### src/rtl/timer_dev.sv
// Countdown timer responder on the CPU data bus.
// Ports: clk, reset, addr/we/din (bus write), dout (read), irq.
module timer_dev (
  input  logic        clk,
  input  logic        reset,
  input  logic [1:0]  addr,
  input  logic        we,
  input  logic [31:0] din,
  output logic [31:0] dout,
  output logic        irq
);

  typedef enum logic [1:0] {
    IDLE = 2'd0,
    LOAD = 2'd1,
    CNT  = 2'd2,
    INT  = 2'd3
  } state_t;

  state_t      state_q;
  state_t      state_d;
  logic        en_q;
  logic [1:0]  mode_q;
  logic        im_q;
  logic [31:0] preset_q;
  logic [31:0] count_q;
  logic [31:0] count_d;
  logic        flag_q;

  logic        wr_ctrl;
  logic        wr_preset;
  logic        set_flag;
  logic        clr_flag;
  logic        clr_en;

  always_comb begin
    wr_ctrl   = 1'b0;
    wr_preset = 1'b0;
    unique case (1'b1)
      (we && addr == 2'd0): wr_ctrl   = 1'b1;
      (we && addr == 2'd1): wr_preset = 1'b1;
      default: ;
    endcase
  end

  always_ff @(posedge clk or posedge reset) begin
    if (reset) state_q <= IDLE;
    else       state_q <= state_d;
  end

  always_comb begin
    state_d  = state_q;
    count_d  = count_q;
    set_flag = 1'b0;
    clr_flag = 1'b0;
    clr_en   = 1'b0;
    unique case (state_q)
      IDLE: begin
        if (en_q) state_d = LOAD;
      end
      LOAD: begin
        count_d = preset_q;
        state_d = CNT;
      end
      CNT: begin
        if (!en_q) begin
          state_d = IDLE;
        end else if (count_q > 32'd1) begin
          count_d = count_q - 32'd1;
        end else begin
          // 0 and 1 both expire, so PRESET=0 acts as 1
          count_d  = '0;
          set_flag = 1'b1;
          state_d  = INT;
        end
      end
      INT: begin
        if (mode_q == 2'b01) begin
          clr_flag = 1'b1;
          state_d  = LOAD;
        end else begin
          clr_en  = 1'b1;
          state_d = IDLE;
        end
      end
      default: state_d = IDLE;
    endcase
  end

  always_ff @(posedge clk or posedge reset) begin
    if (reset) begin
      en_q     <= 1'b0;
      mode_q   <= 2'b00;
      im_q     <= 1'b0;
      preset_q <= '0;
      count_q  <= '0;
      flag_q   <= 1'b0;
    end else begin
      count_q <= count_d;
      if (wr_ctrl) begin
        // bus write beats the one-shot EN clear
        en_q   <= din[0];
        mode_q <= din[2:1];
        im_q   <= din[3];
      end else if (clr_en) begin
        en_q <= 1'b0;
      end
      if (wr_preset) preset_q <= din;
      // expiry beats any clear so no interrupt is lost
      if (set_flag)
        flag_q <= 1'b1;
      else if (clr_flag || wr_ctrl || wr_preset)
        flag_q <= 1'b0;
    end
  end

  always_comb begin
    dout = '0;
    unique case (addr)
      2'd0: dout = {28'd0, im_q, mode_q, en_q};
      2'd1: dout = preset_q;
      2'd2: dout = count_q;
      2'd3: dout = '0;
      default: dout = '0;
    endcase
  end

  assign irq = flag_q & im_q;

endmodule
### config.mk
export PLATFORM = sky130hd
export DESIGN_NAME = timer_dev
export DESIGN_NICKNAME = d
export VERILOG_FILES = /design/src/rtl/timer_dev.sv
export SDC_FILE = /design/constraint.sdc
export NUM_CORES = 1
export LEC_CHECK = 0
export CAP_MARGIN = 20
export CORE_ASPECT_RATIO = 1.5
export CORE_MARGIN = 10
export CORE_UTILIZATION = 60
export CTS_CLUSTER_SIZE = 28
export DETAILED_ROUTE_END_ITERATION = 6
export DONT_BUFFER_PORTS = 1
export PLACE_DENSITY_LB_ADDON = 0.05
export SYNTH_ARGS = -nofsm -noshare
export SYNTH_HDL_FRONTEND = slang
export SYNTH_SLANG_ARGS = --single-unit
### constraint.sdc
create_clock -name clk -period 3.9 [get_ports clk]
set_clock_uncertainty 0.1 [all_clocks]
set_input_delay 0.585 -clock clk [delete_from_list [all_inputs] [get_ports clk]]
set_output_delay 0.585 -clock clk [all_outputs]
set_load 0.005 [all_outputs]
Word-level counts from Yosys, hierarchy flattened
Cells that the tools add are included.
{ "op_classes": {"addsub": 1, "n_eq_ne": 10, "n_bitwise": 1, "n_mux": 22, "n_reduce_logical": 11, "n_lt_le_gt_ge": 1} }
{ "ops": {"columns": ["op", "n"], "rows": [
  ["$pmux W32 S4", 1],
  ["$mux W32", 2],
  ["$pmux W32 S2", 1],
  ["$gt A32 B1 Y1 const B", 1],
  ["$sub A32 B1 Y32 const B", 1],
  ["$mux W1", 14],
  ["$eq A2 B2 Y1 const B", 4],
  ["$pmux W2 S4", 1],
  ["$eq A2 B1 Y1 const B", 3],
  ["$mux W2", 3],
  ["$reduce_bool A2 Y1", 3],
  ["$logic_not A2 Y1", 2],
  ["$ne A2 B2 Y1 const B", 2],
  ["$reduce_and A2 Y1", 2],
  ["$ne A3 B3 Y1 const B", 1],
  ["$logic_and A1 B1 Y1", 2],
  ["$logic_or A1 B1 Y1", 2],
  ["$and A1 B1 Y1", 1]
]} }
{ "totals": {"regBits": 71, "in_bits": 37, "word_cells": 53} }

Logic depth before layout (Yosys ltp)
{ "logic_depth": {"ltp_word": 7, "depth_mapped": 10} }

Least setup slack after synthesis
No wires, ideal clock.
{ "synth_timing": {"path_kind": "input to output", "startpoint": "input addr[1]", "endpoint": "output dout[10]", "t_required_ps": 3215, "arrival_time_ps": 1743, "n_path_buf": 3, "slack_ps": 1472, "path_stages": 5, "path_cell_list": "clkbuf_1 > nor2b_1 > clkbuf_1 > buf_1 > a22o_1"} }
{ "synth_via": {"elab_chain_len": 2} }
{ "synth_rtl": {"columns": ["element", "line", "rtl"], "rows": [
  ["from (decl)", "6", "input logic [1:0] addr,"],
  ["$eq A2 B2 Y1, or another cell as far along", "119", "unique case (addr)"],
  ["$pmux W32 S4 (*)", "119", null],
  ["to (decl)", "9", "output logic [31:0] dout,"]
]} }
Mark *: on every way between the ends. The rest lies on a longest branch, timed or not.

Worst setup path after layout
{ "layout_timing": {"startpoint": "register count_q[11]", "endpoint": "register count_q[14]"} }
{ "layout_via": {"elab_chain_len": 4} }
{ "layout_rtl": {"columns": ["element", "line", "rtl"], "rows": [
  ["from (decl)", "26", "logic [31:0] count_q;"],
  ["from (signal assigned)", "99", "count_q <= count_d;"],
  ["$sub A32 B1 Y32 or $gt A32 B1 Y1 (tied branches)", "69, 68", null],
  ["$mux W32 (*)", "68", "end else if (count_q > 32'd1) begin"],
  ["$mux W32 (*)", "66", "if (!en_q) begin"],
  ["$pmux W32 S2 (*)", "57", "unique case (state_q)"]
]} }
Mark *: on every way between the ends. The rest lies on a longest branch, timed or not. The select of a mux whose other input is x is not followed.
A chain may end at the register's enable or synchronous reset.

==> flow_summary.toml <==
[grt]
antenna_found_initial = 0
grt_start_max_net_pins = 34
grt.total_usage_pct = 20.7
grt-busiest-layer = "met2"
met1_usage_pct = 22.3
grt_first_pass_wirelength_mm = 17.0
first_global_vias = 3317
met3_usage_pct = 6.77
overflow = 0
grt_use_met2_pct = 35.4

[synth]
yosysUniqueCellTypes = 57
yosys.area.top_type = "dfrtp_1"
netlist_area_sq_um = 3980
synth.area.top_cells = "dfrtp_1 (45%), mux2_2 (9.9%), a22o_1 (6.8%), nand2_1 (2.6%), nand3_1 (2.4%)"
syn-num-nets = 418
async_flop_share_pct = 100
netlist_instances = 379
synth_ff_type = "dfrtp_1"
syn_area_per_cell_sq_um = 10.5
yosysWarnings = 0
synth_top_area_share_pct = 44.6
synth_edf_count = 0
ys_ff_latch = 71
synth-seq-area-share_pct = 44.6

[worst_setup_path]
crit_path_max_fanout = 21
r2r_start = "count_q[11]"
reg2regPathDepth = 6
crit_required_ns = 4.03
r2r-end = "count_q[14]"
path_class = "reg2reg"
end_kind = "flip-flop"
reg2reg_setup_slack_ns = 1.12
critPathLaunchType = "flip-flop"
crit_arrival_ns = 2.91

[detailed_routing]
viasPerCell = 7.01
drt-initial-drc-count = 243
routed_wl_mm = 10.6
drc = 0
vias = 3189
detail_route.wl_per_cell_microns = 23.4
first_pass_iters = 4
route.antenna.remaining_nets = 0

[pwr]
power.density_nw_per_um2 = 690
clkPwrFrac_pct = 18.6
power.internal_w = 0.00173
p_leak_nw = 1.69
power_frac_seq_pct = 45.7
p_total_w = 0.00291
p_comb_share_pct = 35.7
switching_power_w = 0.00118
ir_drop_mv = 0.489
swShare_pct = 40.6

[layout]
area_growth_pct = 5.81
antenna_cells = 0
multiInputGateArea_sq_um = 2090
drive_gt1_share_pct = 19.3
n_fill_cell = 562
seqCellArea_sq_um = 1780
final_nets = 414

[die]
die_h_microns = 120
coreArea_sq_um = 6490
initial_utilization_pct = 61.4
io_pins = 70
die_x_microns = 86.5
rows = 36
dieArea_sq_um = 10400

[place]
io_buffers = 0
gp_congestion = 0.893
post-dp-hpwl_mm = 7.45

[clock_tree]
cts_buffer_depth = 2
hold_buffers = 0
htreeDepth = 3
cts_root_buf = "clkbuf_8"
cts_resized = 0
clk_pin_slew_worst_paths_ns = 0.07
cts_setup_buffers = 0
cts_made_buffers = 9
clkLatencyLatePin_ns = 0.35
cts.sinks = 71
cts_tree = "done"

[sta]
fin_setup_tns_ns = 0
hold_viol = 0
min_period_over_period_pct = 71.3
hold_slack_ns = 0.131
finalSetupViolCount = 0
period_minus_slack_ns = 2.78
drv_slew = 0
rsz0062_at_grt = "false"
slew_headroom_pct = 33.7
tightest_slew_ns = 0.994
clock.fmax_mhz = 360

[run]
max-cap-violations = 0

[hold_path]
hp-class = "in2async"

[outcome]
status = "finished clean"
## routing by layer
metal,part of all wire (%),vias to the layer above
li1,-,1470
met1,38,1579
met2,53,114
met3,6.6,26
met4,2.9,0
met5,0,-
## stage by stage
stage / instances / utilization [%] / setup WS, ns / cell area [sq um]
3_5_place_dp: 440 / 62.2 / 1.17 / 4040
5_1_grt: 455 / 65.0 / 0.919 / 4210
6_report: 455 / 65.0 / 1.12 / 4210
4_1_cts: 455 / 65.0 / 1.14 / 4210
3_3_place_gp: 440 / 62.2 / 1.20 / 4040
2_1_floorplan: 379 / - / 1.42 / 3980
## power groups by stage
stage | sequential [W] | combinational [W] | clock [W]
floorplan | 0.00122 | 0.000856 | 0
global placement | 0.00132 | 0.00101 | 0
detailed placement | 0.00133 | 0.00104 | 0
CTS | 0.00132 | 0.00104 | 0.000554
global route | 0.00137 | 0.00115 | 0.000584
finish | 0.00133 | 0.00104 | 0.000541
## synthesized netlist by cell type (4+ instances only)
master,count
and2_1,4
dfrtp_1,71
mux2_2,35
clkbuf_1,14
mux2i_1,4
a31oi_1,5
a21o_1,4
nor2_1,11
a22o_1,31
nand2b_1,6
o21ai_0,16
nor4_1,4
or3_1,7
o211ai_1,7
nand3_1,19
nor2b_1,5
nor3_1,9
a22oi_1,12
and3_1,5
a21oi_1,6
o311ai_0,6
or4_1,5
nand2_1,28
buf_1,4
a221o_1,8
inv_1,5
## cell families after synthesis
family / count (synthesis) / share of synthesized area (%)
compound gates: 118 / 22.9
fa+ha+maj: 2 / 0.628
simple gates: 121 / 17.8
flops: 71 / 44.6
buf+inv: 28 / 3.17
mux: 39 / 10.9
## critical path, stage by stage, from the launching register on
cell     delay (ns)
dfrtp_1        0.44
or3_1          0.50
nor4_4         0.37
and3_1         0.39
a21oi_2        0.31
a21o_1         0.24
a221o_1        0.30
## state kept, by name, summed over array words and instances (netlist names)
signal / flops
count_q: 32
en_q: 1
flag_q: 1
im_q: 1
mode_q: 2
preset_q: 32
state_q: 2
## worst max-delay path by stage
stage                           start          end  slack [ns]  cells past startpoint
final                     count_q[11]  count_q[14]        1.12                      6
after global routing       count_q[0]  count_q[13]        0.92                      7
after CTS                 count_q[11]  count_q[26]        1.14                      6
after detailed placement  count_q[11]  count_q[26]        1.17                      6
after global placement    count_q[24]   count_q[4]        1.20                      6
after floorplan                 reset   count_q[0]        1.42                      1
## layout make-up
type                            instances  share of cell area (%)
Clock buffer                           15                    4.19
Inverter                                5                   0.445
Multi-Input combinational cell        280                    49.5
Sequential cell                        71                    42.2
Tap cell                               76                    2.26
Timing Repair Buffer                    8                    1.43
## layout by cell type (no fill, tap or decap), drive strengths merged, types with 10 or more instances in the layout
master  instances
nand2          28
dfrtp          71
o21ai          21
nor3           10
a22o           31
clkbuf         15
nor2           12
a22oi          12
mux2           35
nand3          20
No activity file was read; power rests on OpenSTA's default activity.
